### config.mk
export PLATFORM = sky130hd
export DESIGN_NAME = float_divider
export DESIGN_NICKNAME = d
export VERILOG_FILES = /design/src/rtl/fp32_pkg.sv /design/src/rtl/fdiv_mant_div.sv /design/src/rtl/float_divider.sv
export SDC_FILE = /design/constraint.sdc
export NUM_CORES = 2
export LEC_CHECK = 0
export BUFFER_PORTS_ARGS = -buffer_cell sky130_fd_sc_hd__buf_2
export CORE_ASPECT_RATIO = 0.8
export CORE_MARGIN = 5
export CORE_UTILIZATION = 52
export DETAILED_ROUTE_END_ITERATION = 6
export PLACE_DENSITY = 0.68
export RECOVER_POWER = 25
export SLEW_MARGIN = 0
export SYNTH_ARGS = -nofsm -noshare
export SYNTH_HDL_FRONTEND = slang
export SYNTH_SLANG_ARGS = --single-unit
### constraint.sdc
create_clock -name clk -period 1 [get_ports clk]
set_clock_uncertainty 0.2 [all_clocks]
set_input_delay 0.3 -clock clk [delete_from_list [all_inputs] [get_ports clk]]
set_output_delay 0.3 -clock clk [all_outputs]
set_load 0.1 [all_outputs]
### src/rtl/fp32_pkg.sv
// Shared IEEE-754 single-precision definitions.
// Field widths, constants and operand classification.
package fp32_pkg;

  localparam int EXP_W    = 8;
  localparam int FRAC_W   = 23;
  localparam int MANT_W   = 24;
  localparam int EXP_BIAS = 127;
  localparam int EXP_MAX  = 255;

  localparam logic [31:0] QNAN    = 32'h7FC0_0000;
  localparam logic [31:0] POS_INF = 32'h7F80_0000;
  localparam logic [31:0] MIN_SUB = 32'h0000_0001;

  typedef enum logic [2:0] {
    ZERO,
    SUBNORMAL,
    NORMAL,
    INF,
    NAN
  } fp_class_t;

  function automatic fp_class_t classify(
    input logic [EXP_W-1:0]  e,
    input logic [FRAC_W-1:0] f
  );
    fp_class_t c;
    if (e == '0)
      c = (f == '0) ? ZERO : SUBNORMAL;
    else if (e == '1)
      c = (f == '0) ? INF : NAN;
    else
      c = NORMAL;
    return c;
  endfunction

  function automatic logic [4:0] lzc24(
    input logic [MANT_W-1:0] m
  );
    logic [4:0] n;
    logic       hit;
    n   = '0;
    hit = 1'b0;
    for (int i = MANT_W - 1; i >= 0; i--) begin
      if (!hit) begin
        if (m[i]) hit = 1'b1;
        else      n   = n + 5'd1;
      end
    end
    return n;
  endfunction

endpackage

### src/rtl/fdiv_mant_div.sv
// Combinational restoring divider for normalised 24-bit mantissas.
// Produces 25 quotient bits plus guard, round and sticky.
module fdiv_mant_div (
  input  logic [23:0] num,
  input  logic [23:0] den,
  output logic [24:0] quot,
  output logic        guard,
  output logic        round,
  output logic        sticky
);

  logic [26:0] q;
  logic [24:0] rem;

  always_comb begin
    q   = '0;
    rem = {1'b0, num};
    for (int i = 26; i >= 0; i--) begin
      if (rem >= {1'b0, den}) begin
        q[i] = 1'b1;
        rem  = rem - {1'b0, den};
      end
      rem = rem << 1;
    end
    quot   = q[26:2];
    guard  = q[1];
    round  = q[0];
    sticky = |rem;
  end

endmodule

### src/rtl/float_divider.sv
// IEEE-754 single-precision divider, one-cycle registered result.
// Handles specials, subnormals, RNE rounding and status flags.
module float_divider
  import fp32_pkg::*;
(
  input  logic        clk,
  input  logic        rst_n,
  input  logic        in_valid,
  input  logic [31:0] a,
  input  logic [31:0] b,
  output logic        out_valid,
  output logic [31:0] result,
  output logic        error,
  output logic        overflow,
  output logic        underflow
);

  fp_class_t ca, cb;
  logic        sign;
  logic [7:0]  ea_raw, eb_raw;
  logic [4:0]  lza, lzb;
  logic [23:0] ma, mb, ma_n, mb_n;
  logic signed [11:0] ea, eb;

  always_comb begin
    ca     = classify(a[30:23], a[22:0]);
    cb     = classify(b[30:23], b[22:0]);
    sign   = a[31] ^ b[31];
    ma     = {|a[30:23], a[22:0]};
    mb     = {|b[30:23], b[22:0]};
    lza    = lzc24(ma);
    lzb    = lzc24(mb);
    ma_n   = ma << lza;
    mb_n   = mb << lzb;
    ea_raw = (a[30:23] == 8'd0) ? 8'd1 : a[30:23];
    eb_raw = (b[30:23] == 8'd0) ? 8'd1 : b[30:23];
    ea = $signed({4'b0, ea_raw}) - $signed({7'b0, lza});
    eb = $signed({4'b0, eb_raw}) - $signed({7'b0, lzb});
  end

  logic [24:0] quot;
  logic        q_g, q_r, q_s;

  fdiv_mant_div u_mant_div (
    .num    (ma_n),
    .den    (mb_n),
    .quot   (quot),
    .guard  (q_g),
    .round  (q_r),
    .sticky (q_s)
  );

  logic signed [11:0] qexp;
  logic [23:0] mant;
  logic        g, r, s;
  logic        inc;
  logic [30:0] packed_v;
  logic [11:0] sh;
  logic [4:0]  shc;
  logic [25:0] ext, shr, mask;
  logic        st;
  logic [31:0] res_n;
  logic        err_n, ovf_n, unf_n;

  always_comb begin
    mant     = quot[24] ? quot[24:1] : quot[23:0];
    g        = quot[24] ? quot[0]    : q_g;
    r        = quot[24] ? q_g        : q_r;
    s        = quot[24] ? (q_r | q_s) : q_s;
    qexp     = ea - eb
             + (quot[24] ? 12'sd127 : 12'sd126);
    inc      = 1'b0;
    packed_v = '0;
    sh       = '0;
    shc      = '0;
    ext      = {mant, g, r};
    shr      = '0;
    mask     = '0;
    st       = 1'b0;
    res_n    = '0;
    err_n    = 1'b0;
    ovf_n    = 1'b0;
    unf_n    = 1'b0;

    if (ca == NAN || cb == NAN
        || (ca == ZERO && cb == ZERO)
        || (ca == INF && cb == INF)) begin
      res_n = QNAN;
      err_n = 1'b1;
    end else if (cb == ZERO && ca != INF) begin
      res_n = POS_INF | {sign, 31'd0};
      ovf_n = 1'b1;
    end else if (ca == INF) begin
      res_n = POS_INF | {sign, 31'd0};
    end else if (ca == ZERO || cb == INF) begin
      res_n = {sign, 31'd0};
    end else if (qexp >= 12'sd255) begin
      res_n = POS_INF | {sign, 31'd0};
      ovf_n = 1'b1;
    end else if (qexp >= 12'sd1) begin
      inc      = g & (r | s | mant[0]);
      packed_v = {qexp[7:0], mant[22:0]}
               + {30'd0, inc};
      if (packed_v[30:23] == 8'hFF) begin
        res_n = POS_INF | {sign, 31'd0};
        ovf_n = 1'b1;
      end else begin
        res_n = {sign, packed_v};
      end
    end else begin
      // Denormalise: shift right with sticky, then round
      sh   = 12'sd1 - qexp;
      shc  = (sh > 12'd26) ? 5'd26 : sh[4:0];
      shr  = ext >> shc;
      mask = (26'd1 << shc) - 26'd1;
      st   = s | (|(ext & mask));
      inc  = shr[1] & (shr[0] | st | shr[2]);
      packed_v = {7'd0, shr[25:2]}
               + {30'd0, inc};
      if (packed_v == '0) begin
        res_n = MIN_SUB | {sign, 31'd0};
        unf_n = 1'b1;
      end else begin
        res_n = {sign, packed_v};
        unf_n = ~packed_v[23];
      end
    end
  end

  always_ff @(posedge clk or negedge rst_n) begin
    if (!rst_n) begin
      out_valid <= 1'b0;
      result    <= '0;
      error     <= 1'b0;
      overflow  <= 1'b0;
      underflow <= 1'b0;
    end else begin
      out_valid <= in_valid;
      if (in_valid) begin
        result    <= res_n;
        error     <= err_n;
        overflow  <= ovf_n;
        underflow <= unf_n;
      end
    end
  end

endmodule

==> impl_metrics.json, run 1 <==
{
  "postSynthAreaPerCell_um2": 6.84,
  "synth-main-ff-cell": "dfrtp_1",
  "grt-worst-endpoint": "result[0]$_DFFE_PN0P_/D",
  "async_flop_share": 1.00,
  "dp_hpwl_um": 207000,
  "synth_nets": 8483,
  "status": "stopped before the end",
  "cts-root-buf": "clkbuf_16",
  "dpl_cell_area_mm2": 0.0793,
  "synth_warnings": 0,
  "rows": 104,
  "synthSimpleGateAreaFrac": 0.246,
  "worst-ep-kind": "register input",
  "firstError": "[ERROR GRT-0232] Routing congestion too high. Check the congestion heatmap in the GUI.",
  "synth_area_leaders": "ha_1, mux2_2, xnor2_1",
  "h-tree-depth": 2,
  "yosys.area.top_type": "ha_1",
  "ys_ff_latch": 36,
  "synthXorXnorAreaFrac": 0.112,
  "globalplace.congestion": 1.09,
  "initial_core_util": 0.524,
  "lastStage": "5_1_grt",
  "grt_overflow": 606,
  "synth_edf_count": 0,
  "numCtsBuffers": 5,
  "synth_adder_area_share": 0.169,
  "clockBufferDepth": 2,
  "ys_seq_area_frac": 0.0171,
  "synth_top_area_frac": 0.166,
  "fp.dieH_um": 295,
  "synth-compound-area-share": 0.296,
  "clock-sinks": 36,
  "port_buffers": 102,
  "syn_inst": 7711,
  "pre_cts_ws_ps": -106310,
  "grt_max_degree": 54,
  "synth_mux_area_frac": 0.108,
  "io_pins": 103,
  "place_inst": 11949,
  "synth_area_mm2": 0.0528,
  "die_x_um": 366,
  "ys_types": 135,
  "track_usage": 0.765,
  "synth_top_family_by_area": "compound AO/OA/AOI/OAI gates"
}
==> synthesized netlist by cell type, types with 22 or more instances <==
master      n
o21a_1    121
a221o_1    22
nor2_1    765
ha_1      700
and2_1     68
o31ai_1    37
o21bai_1   67
nand3_1   179
nor3b_1    22
or3_1      58
nand2_1   813
mux2_2    321
and3_1     86
or2_2      30
a31oi_1    65
nor4_1     55
xor2_1    236
dfrtp_1    36
o211ai_1   42
o21ai_0   533
xnor2_1   374
a21o_1    342
nand2b_1  140
buf_2      27
nor3_1    167
a21oi_1   608
a211oi_1   63
nor2b_1   118
inv_1     410
nand4_1   118
a21boi_0  123
buf_1      34
clkbuf_1  207
o22ai_1    24
mux2i_1   178
a221oi_1   22
==> metrics by stage <==
stage          hold WS [ps]  TNS [ps]
2_1_floorplan          -196  -3330630
3_3_place_gp           76.1  -3236630
3_5_place_dp           92.4  -3372440
4_1_cts                 176  -3300460
==> metal layers <==
layer,track usage,overflow
met1,0.804,75
met3,0.641,62
met5,0.385,10
met4,0.658,147
met2,0.905,312
==> cells by family after synthesis <==
family,count (synthesis)
and+or+nand+nor,2723
AOI/OAI and AO/OA,2384
adders and majority gates,712
buffers and inverters,702
xor gates and xnor gates,635
muxes,519
DFF,36
==> timing repair <==
action | 4_1_cts
pin swaps | 216
gates resized for setup | 200
setup buffers | 412
endpoints found under the setup margin | 71
hold endpoints to repair | 36
hold buffers | 1
gates cloned | 3
==> run 2: changes to the inputs <==
- CORE_ASPECT_RATIO: 0.8 -> not set
- CORE_UTILIZATION: 52 -> 37
- PLACE_DENSITY: 0.68 -> not set
- PLACE_DENSITY_LB_ADDON: not set -> 0.15
==> impl_metrics.json, run 2 <==
{
  "status": "finished, violations left",
  "violations": "design-rule violations, negative setup slack",
  "fin_crit_ps": 104240,
  "yosys-top-cells-count": "nand2_1, nor2_1, ha_1",
  "ys_types": 135,
  "grt_first_pass_wirelength_um": 396000,
  "dp_hpwl_um": 204000,
  "worstPathRequired_ps": 960,
  "port_buffers": 102,
  "use_met2": 0.531,
  "drt_wl_total_um": 265000,
  "rsz0062_at_grt": "yes",
  "whs_path_depth": 3,
  "endpoint_kind": "flip-flop",
  "vias": 73515,
  "grt_overflow": 0,
  "hold_class": "input pin to flip-flop",
  "fin_ws_ps": -103240,
  "period_share": 104,
  "antenna_found_initial": 7,
  "worst_r2r_endpoint": "result[21]",
  "cp_num_cells": 663,
  "clockBufferDepth": 2,
  "clock-sinks": 36,
  "nFillCells": 12707,
  "post-synth-top-count-cell": "nand2_1",
  "r2r.worst_path.cells": 2,
  "met1_usage": 0.440,
  "cp_slowest_cell": "or4b_4",
  "slew_headroom": 0.446,
  "cts-root-buf": "clkbuf_16",
  "max_clock_freq_ghz": 0.00959,
  "critPathBufInv": 174,
  "maxCapViolations": 0,
  "die_area_mm2": 0.150,
  "critPathMaxFanout": 11,
  "drt-initial-drc-count": 5704,
  "postSynthAreaPerCell_um2": 6.84,
  "cts_tree": "done",
  "path_class": "input pin to flip-flop",
  "drive_gt1_frac": 0.449,
  "grt_pass1_vias": 71244,
  "synth_area_leaders": "ha_1, mux2_2, xnor2_1",
  "yosys.area.top_type": "ha_1",
  "path_delay_family": "compound AO/OA/AOI/OAI gates",
  "place_inst": 12573,
  "synth-main-ff-cell": "dfrtp_1",
  "wl_per_cell_um": 20.1,
  "nNetsFinal": 12061,
  "area_growth_syn_to_layout_pct": 68.2,
  "cp-start-kind": "input pin",
  "io_pins": 103,
  "ys_ff_latch": 36,
  "worst_pin_slew_ps": 831,
  "largest_reg_flops": 32,
  "fp.dieH_um": 388,
  "numCtsBuffers": 5,
  "grt_max_degree": 42,
  "synth_area_mm2": 0.0528,
  "finalHoldViolations": 0,
  "grtUsageMet3": 0.0303,
  "coreArea_mm2": 0.142,
  "synth_top_area_frac": 0.166,
  "ys_seq_area_frac": 0.0171,
  "rows": 138,
  "final_common_cell": "buf_4",
  "hold_path_startpoint": "a[31]",
  "final_cell_mix": "buf_4, nand2_1, nor2_1, ha_1, a21oi_1",
  "clkLatencyLatePin_ps": 280,
  "largest-register": "result",
  "h-tree-depth": 2,
  "globalplace.congestion": 0.983,
  "r2r_start": "result[21]",
  "drc": 7,
  "die_x_um": 388,
  "async_flop_share": 1.00,
  "initial_core_util": 0.373,
  "reg2reg_slack_ps": -70,
  "worstHoldEndpoint": "result[31]",
  "arrival_ps": 104200,
  "grt.busiest_layer": "met2",
  "synth_nets": 8483,
  "setup_viol": 71,
  "timing.final.max_slew_violations": 0,
  "drtAntennaViolNets": 0,
  "synth_warnings": 0,
  "track_usage": 0.323,
  "viasPerCell": 5.58,
  "syn_inst": 7711,
  "fin_cells": 13186,
  "cpMostUsedCell": "buf_4",
  "drt-pass1-iter-count": 7,
  "slowest_delay_ps": 570,
  "synth_edf_count": 0,
  "clk_pin_slew_ps": 50
}
-- run 2: final cells by class --
class | count | area (um2) | area share
Tap cell | 1890 | 2360 | 0.0266
Inverter | 419 | 1590 | 0.0180
Clock inverter | 1 | 7.51 | 0.0000846
Antenna cell | 6 | 15.0 | 0.000169
Multi-Input combinational cell | 6976 | 53700 | 0.606
Timing Repair Buffer | 3851 | 29800 | 0.336
Sequential cell | 36 | 1040 | 0.0117
Clock buffer | 7 | 143 | 0.00161
-- run 2: per-layer routing --
| metal | up-vias | part of all wire |
|---|---|---|
| met5 | - | 0.000064 |
| met4 | 2 | 0.043 |
| met3 | 568 | 0.062 |
| li1 | 35408 | - |
| met2 | 2647 | 0.45 |
| met1 | 34890 | 0.45 |
-- run 2: cells by family (layout without fill, tap and decap cells) --
logic type,Yosys count,after routing,share of synthesized area
and+or+nand+nor,2723,2723,0.246
AOI/OAI and AO/OA,2384,2387,0.296
adders and majority gates,712,712,0.169
buffers and inverters,702,4278,0.0522
xor gates and xnor gates,635,635,0.112
muxes,519,519,0.108
DFF,36,36,0.0171
other,0,6,0
-- run 2: worst min-delay path, stage by stage --
cell and delay [ps]:
buf_2 80, xor2_1 60, a22o_1 190
-- run 2: worst max-delay path by stage --
stage	endpoint	startpoint	slack, ps
2_1_floorplan	result[0]	b[25]	-104790
3_3_place_gp	result[0]	b[28]	-104090
4_1_cts	result[0]	a[25]	-102500
6_report	result[0]	a[24]	-103240
3_5_place_dp	result[0]	a[23]	-106730
5_1_grt	result[0]	a[24]	-107990
-- run 2: timing repair --
item,in CTS,in global routing
setup buffers,419,182
resized for setup,257,525
endpoints found under the setup margin,71,71
hold buffers,1,0
cloned,7,1
endpoints found under the hold margin,36,0
pin swaps,272,450
-- run 2: metrics by stage --
| stage | hold WS [ps] | setup slack, ps | util | instance area, um2 | TNS, ps |
|---|---|---|---|---|---|
| after floorplan | -196 | -104790 | - | 54900 | -3330630 |
| after global placement | 75.4 | -104090 | 0.568 | 80500 | -3307530 |
| after detailed placement | 76.8 | -106730 | 0.568 | 80500 | -3393870 |
| after CTS | 192 | -102500 | 0.600 | 85000 | -3266540 |
| after global routing | 198 | -107990 | 0.627 | 88700 | -3482220 |
| final | 196 | -103240 | 0.627 | 88700 | -3326890 |
Power of run 2 is not shown: default switching activity piles up to over one toggle a cycle in this logic, so the estimate is an artifact.
